--- config.mk ---
export PLATFORM = sky130hd
export DESIGN_NAME = pipe_field_scroller
export DESIGN_NICKNAME = d
export VERILOG_FILES = /design/src/rtl/pipe_field_scroller.sv
export SDC_FILE = /design/constraint.sdc
export NUM_CORES = 1
export LEC_CHECK = 0
export CORE_ASPECT_RATIO = 0.5
export CORE_MARGIN = 10
export CORE_UTILIZATION = 51
export CTS_CLUSTER_SIZE = 30
export DETAILED_ROUTE_END_ITERATION = 10
export GPL_ROUTABILITY_DRIVEN = 0
export GPL_TIMING_DRIVEN = 0
export PLACE_DENSITY = 0.79
export SETUP_SLACK_MARGIN = 0.5
export SKIP_CTS_REPAIR_TIMING = 1
export SLEW_MARGIN = 20
export SYNTH_ARGS = -nofsm -noshare
export SYNTH_HDL_FRONTEND = slang
export SYNTH_SLANG_ARGS = --single-unit
--- constraint.sdc ---
create_clock -name clock -period 2.8 [get_ports clock]
set_clock_uncertainty 0.05 [all_clocks]
set_input_delay 0.28 -clock clock [delete_from_list [all_inputs] [get_ports clock]]
set_output_delay 0.28 -clock clock [all_outputs]
set_load 0.01 [all_outputs]
--- src/rtl/pipe_field_scroller.sv ---
// Scrolling pipe field for the 8x8 matrix: injects random-gap pipes on game ticks,
// shifts them toward column 0, detects collision with the bird column and keeps a pass score.
module pipe_field_scroller #(
  parameter int unsigned TICK_DIV     = 1792,
  parameter int unsigned GAP_H        = 3,
  parameter int unsigned PIPE_SPACING = 4,
  parameter int unsigned BIRD_COL     = 2,
  parameter logic [7:0]  LFSR_SEED    = 8'hA5
) (
  input  logic        clock,
  input  logic        reset,
  input  logic        start,
  input  logic [7:0]  birdCol,
  output logic [63:0] greenArray,
  output logic        lossDetect,
  output logic [7:0]  score,
  output logic        tick,
  output logic [1:0]  state_dbg
);

  localparam int unsigned PW = (TICK_DIV > 1) ? $clog2(TICK_DIV) : 1;
  localparam int unsigned SW = (PIPE_SPACING > 1) ? $clog2(PIPE_SPACING) : 1;
  localparam logic [PW-1:0] PRE_MAX = PW'(TICK_DIV - 1);
  localparam logic [SW-1:0] SP_MAX  = SW'(PIPE_SPACING - 1);
  localparam logic [3:0]    GAP_MOD = 4'(9 - GAP_H);

  typedef enum logic [1:0] {
    IDLE = 2'd0,
    RUN  = 2'd1,
    LOST = 2'd2
  } state_t;

  state_t        state, state_next;
  logic [PW-1:0] pre;
  logic [SW-1:0] spacing;
  logic [7:0]    lfsr;
  logic [7:0]    bird_col_bits;
  logic [3:0]    gap;
  logic [7:0]    inj_col;
  logic          overlap;
  logic          tick_cycle;
  logic          advance;
  logic          clear_field;

  assign state_dbg     = state;
  assign bird_col_bits = greenArray[BIRD_COL*8 +: 8];
  assign gap           = 4'({1'b0, lfsr[2:0]} % GAP_MOD);

  // Pipe column: solid except for a GAP_H-row hole starting at row gap.
  always_comb begin
    inj_col = '1;
    for (int r = 0; r < 8; r++) begin
      if ((r >= int'(gap)) && (r < int'(gap) + int'(GAP_H))) inj_col[r] = 1'b0;
    end
  end

  // State register
  always_ff @(posedge clock or negedge reset) begin
    if (!reset) state <= IDLE;
    else        state <= state_next;
  end

  // Next-state logic; start is a level, ignored while running
  always_comb begin
    state_next = state;
    case (state)
      IDLE:    if (start)   state_next = RUN;
      RUN:     if (overlap) state_next = LOST;
      LOST:    if (start)   state_next = IDLE;
      default:              state_next = IDLE;
    endcase
  end

  // Output/control decode; a collision on a tick cycle suppresses the advance
  always_comb begin
    overlap     = (state == RUN) && (|(birdCol & bird_col_bits));
    tick_cycle  = (state == RUN) && (pre == PRE_MAX);
    advance     = tick_cycle && !overlap;
    clear_field = (state_next == IDLE);
  end

  always_ff @(posedge clock or negedge reset) begin
    if (!reset) begin
      pre        <= '0;
      spacing    <= '0;
      lfsr       <= LFSR_SEED;
      greenArray <= '0;
      score      <= '0;
      tick       <= 1'b0;
      lossDetect <= 1'b0;
    end else begin
      tick       <= advance;
      lossDetect <= (state_next == LOST);
      if (state == RUN) pre <= tick_cycle ? '0 : pre + 1'b1;
      else              pre <= '0;
      // A fresh game starts from an empty field with a pipe due on the first tick.
      if (clear_field) begin
        greenArray <= '0;
        score      <= '0;
        spacing    <= '0;
      end else if (advance) begin
        greenArray <= {(spacing == '0) ? inj_col : 8'h00, greenArray[63:8]};
        spacing    <= (spacing == '0) ? SP_MAX : spacing - 1'b1;
        lfsr       <= {lfsr[6:0], lfsr[7] ^ lfsr[5] ^ lfsr[4] ^ lfsr[3]};
        if ((|greenArray[7:0]) && (score != 8'hFF)) score <= score + 8'd1;
      end
    end
  end

endmodule

# After elaboration in Yosys (flattened, before gate mapping)
# Index checks and enable logic that the tools add are counted.
# word_totals
register_bits,97
latchBits,0
mem_bits_rw,0
romBits,0
input_bits,11
output_inout_bits,76
elab_cells,84
n_memories,0
# classes
addsub,4
n_mul,0
n_div,1
n_lt_le_gt_ge,16
eq_ne,5
shift,0
mux,23
bitwise_logic,5
reduce_logical,22
# ops
cell,count
64-bit two-way mux,2
4-bit by 32-bit less-than comparator with 1-bit output (first input constant),3
3-bit by 32-bit less-than comparator with 1-bit output (first input constant),2
1-bit by 32-bit less-than comparator with 1-bit output (first input constant),1
2-bit by 32-bit less-than comparator with 1-bit output (first input constant),1
8-bit two-way mux,4
11-bit two-way mux,2
3-bit by 4-bit greater-or-equal comparator with 1-bit output (first input constant),4
8-bit OR reduction,2
1-bit logical AND,12
2-bit two-way mux,6
11-bit by 1-bit adder with 11-bit output (second input constant),1
11-bit == test (second input constant),1
8-bit by 1-bit adder with 8-bit output (second input constant),1
8-bit AND,1
1-bit by 4-bit greater-or-equal comparator with 1-bit output (first input constant),2
2-bit by 4-bit greater-or-equal comparator with 1-bit output (first input constant),2
1-bit two-way mux,8
8-bit != test (second input constant),1
2-bit logical NOT,3
2-bit case mux with 3 select lines,1
4-bit by 2-bit adder with 5-bit output (second input constant),1
3-bit by 5-bit less-than comparator with 1-bit output (first input constant),1
2-bit == test (second input constant),2
other kinds (8),12

# Longest topological paths before layout
# logic_depth
depth_word,8
ltp_mapped,10
mapped_depth_nobuf,9

# Worst setup path before layout
# No wires, ideal clock.
# synth_timing
kind,reg-to-reg
from,reg pre[0]
to,reg score[5]
setup_time_ps,139
t_arrival_ps,1943
required_ps,2611
setup_slack_ps,669
stages_incl_launch_ff,10
path_buffers,3
synth_period_minus_slack_ps,2131
cell_sequence,dfrtp_1 -> ha_1 -> and4_1 -> nand4_1 -> or3_1 -> buf_2 -> buf_6 -> buf_2 -> o31ai_1 -> a21oi_1
# synth_via
elab_chain_len,5
# synth_rtl
item,line_no,text
"start, declared",34,logic [PW-1:0] pre;
"start signal, assigned",94,if (state == RUN) pre <= tick_cycle ? '0 : pre + 1'b1;
11-bit == test,77,tick_cycle = (state == RUN) && (pre == PRE_MAX);
1-bit logical AND,77,
1-bit logical AND,78,advance = tick_cycle && !overlap;
2-bit nonzero test (no line),n/a,
2-bit AND reduction (no line),n/a,
"end signal, assigned",105,if ((|greenArray[7:0]) && (score != 8'hFF)) score <= score + 8'd1;
"end, declared",16,"output logic [7:0] score,"
# Every way passes these cells.
# A chain may end at the register's enable or synchronous reset.

# Final worst setup path
# layout_timing
from,reg pre[1]
to,reg score[6]
# Same word-level chain as after synthesis.

==> metrics <==
peak fanout along the critical path 10; number of vias per cell ~5.4; leading cell types by total area after synthesis sky130_fd_sc_hd__dfrtp_1 54%, sky130_fd_sc_hd__nand2_1 12%, sky130_fd_sc_hd__nand3_1 8.5%, sky130_fd_sc_hd__ha_1 2.9%, sky130_fd_sc_hd__dfstp_2 2.4%; flip-flop cell with the highest count after synthesis sky130_fd_sc_hd__dfrtp_1; fraction of synthesized area in multiplexers 0.00461; minimum clock period ~2200 ps; setup slack of the worst register-to-register path 550 ps; maximum number of pins on one net before global-route repair 66; DRC violation count after routing 0; net switching power figure 0.000683 W; number of cell rows 23; unrepaired setup endpoints after global routing no; total power between 0.003 and 0.004 W; TritonCTS clock tree done; power share of the combinational group 0.069; xor-xnor portion of the synthesized cell area 0.0282; total I/O pin count 87; class of the most critical setup path flip-flop to flip-flop; fraction of layout instances using a drive strength above 1 0.0928; endpoint required time on the critical path 2950 ps; GRT Total Usage 0.187; result of the run finished clean; Synth Area in Simple Gates 0.272; power density over the cells 534 nW/um2; Syn Std Cell Area about 4300 um2; Max Fclk 0.445 GHz; number of endpoints with negative hold slack in the final report 0; number of enable-type register cells in the synthesized netlist 0; CTS buffer count 9; kind of launch point of the worst setup path flip-flop; DR WL/cell ~17 um; hold crit path type input pin to asynchronous set/reset pin; proportion of total power due to net switching 0.219; global-route wire length before repair about 19000 um; proportion of power drawn by the clock network 0.444; Yosys cell types 42; Antenna Nets Post-Route 0; area overhead of the layout relative to synthesis 34.5%; register share of total power 0.487; Mapped Cells 474; synthesized area divided by synthesized cell count roughly 9.2 um2; area share of the largest cell type after synthesis 0.536; Horiz. Die Dim about 150 um; Clock Path Buffers 2; Routed Wire Length 11800 um; core area between 8000 and 9000 um2; number of max-cap violations 0; clock-pin slew on the worst setup and hold paths around 60 ps; most frequent cell after synthesis sky130_fd_sc_hd__nand2_1; number of global-route vias before repair roughly 3700; vertical extent of the die 85.3 um; share of the clock period used by the worst path after layout 0.802; fin worst setup slack about 550 ps; total congestion overflow after global routing 0; Die Area 12800 um2; dominant combinational cell family by area after synthesis simple AND/OR/NAND/NOR gates; number of antenna repair diodes 0; Final nets around 600; number of failing setup endpoints in the final timing report 0; kind of end point of the critical path flip-flop; clock latency reported for the late side of the worst-skew pair between 300 and 400 ps; share of flip-flops with an asynchronous set or reset after synthesis 1.00; YS warnings 0; Worst Tran Pin Value between 600 and 700 ps; initial core utilization 0.533; routed via count 3758; cell internal pwr 0.00244 W; pre-CTS setup slack ~290 ps; drt initial violations about 250; Port Buffer Count 86; #FFs+latches synth 97; root buf cell sky130_fd_sc_hd__clkbuf_16; post-synth net total 495; clock tree sinks 97; Max Transition Viols Final 0; worst voltage drop across the vdd grid 0.362 mV; Lkg Pwr around 2.9 nW; post-synthesis compound-gate area fraction 0.0706; Hold WS approximately 330 ps; maximum level of the CTS H-tree 3; adder and majority gate portion of the synthesized area 0.0288; initial antenna violation count 0; share of the yosys chip area belonging to registers 0.560; critical path arrival between 2000 and 2500 ps; Synth top cells by count 144 x sky130_fd_sc_hd__nand2_1, 93 x sky130_fd_sc_hd__dfrtp_1, 74 x sky130_fd_sc_hd__nand3_1; number of optimization iterations in the first detailed-route pass 4; share of the core filled with cells 0.717; cell accounting for the most synthesized area sky130_fd_sc_hd__dfrtp_1; post-detail-place hpwl approximately 8300 um; tightest slew margin relative to the limit 0.554
==> layout by cell type (no fill, tap or decap), types with 2 or more instances in the layout <==
master,Yosys,routed
sky130_fd_sc_hd__buf_2,4,3
sky130_fd_sc_hd__clkinvlp_4,0,2
sky130_fd_sc_hd__xnor2_1,8,8
sky130_fd_sc_hd__o21ai_1,0,4
sky130_fd_sc_hd__o21ai_0,16,12
sky130_fd_sc_hd__o31ai_2,0,2
sky130_fd_sc_hd__a21o_1,2,2
sky130_fd_sc_hd__nand2_1,144,144
sky130_fd_sc_hd__clkdlybuf4s50_1,0,85
sky130_fd_sc_hd__o31ai_1,6,3
sky130_fd_sc_hd__clkbuf_2,0,10
sky130_fd_sc_hd__nor4_1,2,2
sky130_fd_sc_hd__and4_1,3,2
sky130_fd_sc_hd__nor2b_1,5,3
sky130_fd_sc_hd__buf_6,1,4
sky130_fd_sc_hd__mux2i_1,2,2
sky130_fd_sc_hd__a21oi_1,10,9
sky130_fd_sc_hd__nand3_1,74,74
sky130_fd_sc_hd__o22ai_1,2,2
sky130_fd_sc_hd__buf_4,0,5
sky130_fd_sc_hd__clkbuf_1,15,8
sky130_fd_sc_hd__ha_2,0,2
sky130_fd_sc_hd__nor2_1,14,14
sky130_fd_sc_hd__ha_1,10,8
sky130_fd_sc_hd__nand2b_1,2,2
sky130_fd_sc_hd__and3_1,4,4
sky130_fd_sc_hd__inv_1,9,9
sky130_fd_sc_hd__or4_1,5,5
sky130_fd_sc_hd__xor2_1,6,6
sky130_fd_sc_hd__buf_1,8,5
sky130_fd_sc_hd__dfrtp_1,93,93
sky130_fd_sc_hd__bufinv_16,0,3
sky130_fd_sc_hd__nand4_1,4,4
sky130_fd_sc_hd__clkbuf_16,0,9
sky130_fd_sc_hd__dfstp_2,4,4
sky130_fd_sc_hd__or2b_1,2,2
sky130_fd_sc_hd__and2_1,2,2
sky130_fd_sc_hd__a22oi_1,4,3
==> power groups by stage <==
stage / clock network [W] / registers, W / logic, W
6_report: 0.00139 / 0.00152 / 0.000215
3_3_place_gp: 0 / 0.00154 / 0.000174
2_1_floorplan: 0 / 0.00154 / 0.0000998
4_1_cts: 0.00139 / 0.00152 / 0.000190
3_5_place_dp: 0 / 0.00154 / 0.000186
5_1_grt: 0.00146 / 0.00153 / 0.000245
==> cells by family after synthesis <==
logic type | Yosys count
AND/OR/NAND/NOR | 264
flip-flops | 97
AO/OA/AOI/OAI | 49
buffers and inverters | 38
XOR/XNOR | 14
adder cells (fa/ha/maj) | 10
multiplexers | 2
==> registers in the layout, summed over array words and instances (netlist names) <==
signal / flops
score: 8
lossDetect: 1
greenArray: 64
state_dbg: 2
spacing: 2
tick: 1
lfsr: 8
pre: 11
==> cell type report <==
class                   instances  area [um2]
flip-flops and latches         97        2430
fillers                       644        2300
multi-input cells             339        1820
repair buffers                 93         937
clock buffers                  10         229
plain buffers                  28         144
well taps                     112         140
clock inverters                 5         105
inverters                      10        37.5
==> path summary, 6_finish.rpt <==
path / startpoint / end / cells after the start
worst max-delay path: pre[1] / score[6] / 9
max in group asynchronous: reset / lfsr[5] / 3
worst min-delay path: reset / lfsr[1] / 2
min in group clock: lfsr[7] / lfsr[7] / 2
worst max register to register: pre[1] / score[6] / 9
worst min register to register: lfsr[7] / lfsr[7] / 2
==> through the flow <==
step,setup TNS (ps),instances,cell area [um2]
after floorplan,0,474,4340
after global placement,-202440,672,5340
after detailed placement,0,673,5370
after CTS,0,688,5710
after global routing,0,694,5840
final,0,694,5840
==> layer usage <==
layer	wire length, um	GRT usage
met5	0	0
met4	189	0.0728
met3	653	0.0514
met2	5810	0.307
met1	5150	0.231
==> critical path, stage by stage (launching register included) <==
cell and delay [ps]:
sky130_fd_sc_hd__dfrtp_1 360, sky130_fd_sc_hd__ha_2 190, sky130_fd_sc_hd__and4_4 240, sky130_fd_sc_hd__nand4_1 120, sky130_fd_sc_hd__or3_4 350, sky130_fd_sc_hd__buf_6 140
sky130_fd_sc_hd__buf_6 140, sky130_fd_sc_hd__buf_6 150, sky130_fd_sc_hd__o31ai_2 260, sky130_fd_sc_hd__a21oi_1 90
No activity file was read; power rests on OpenSTA's default activity.
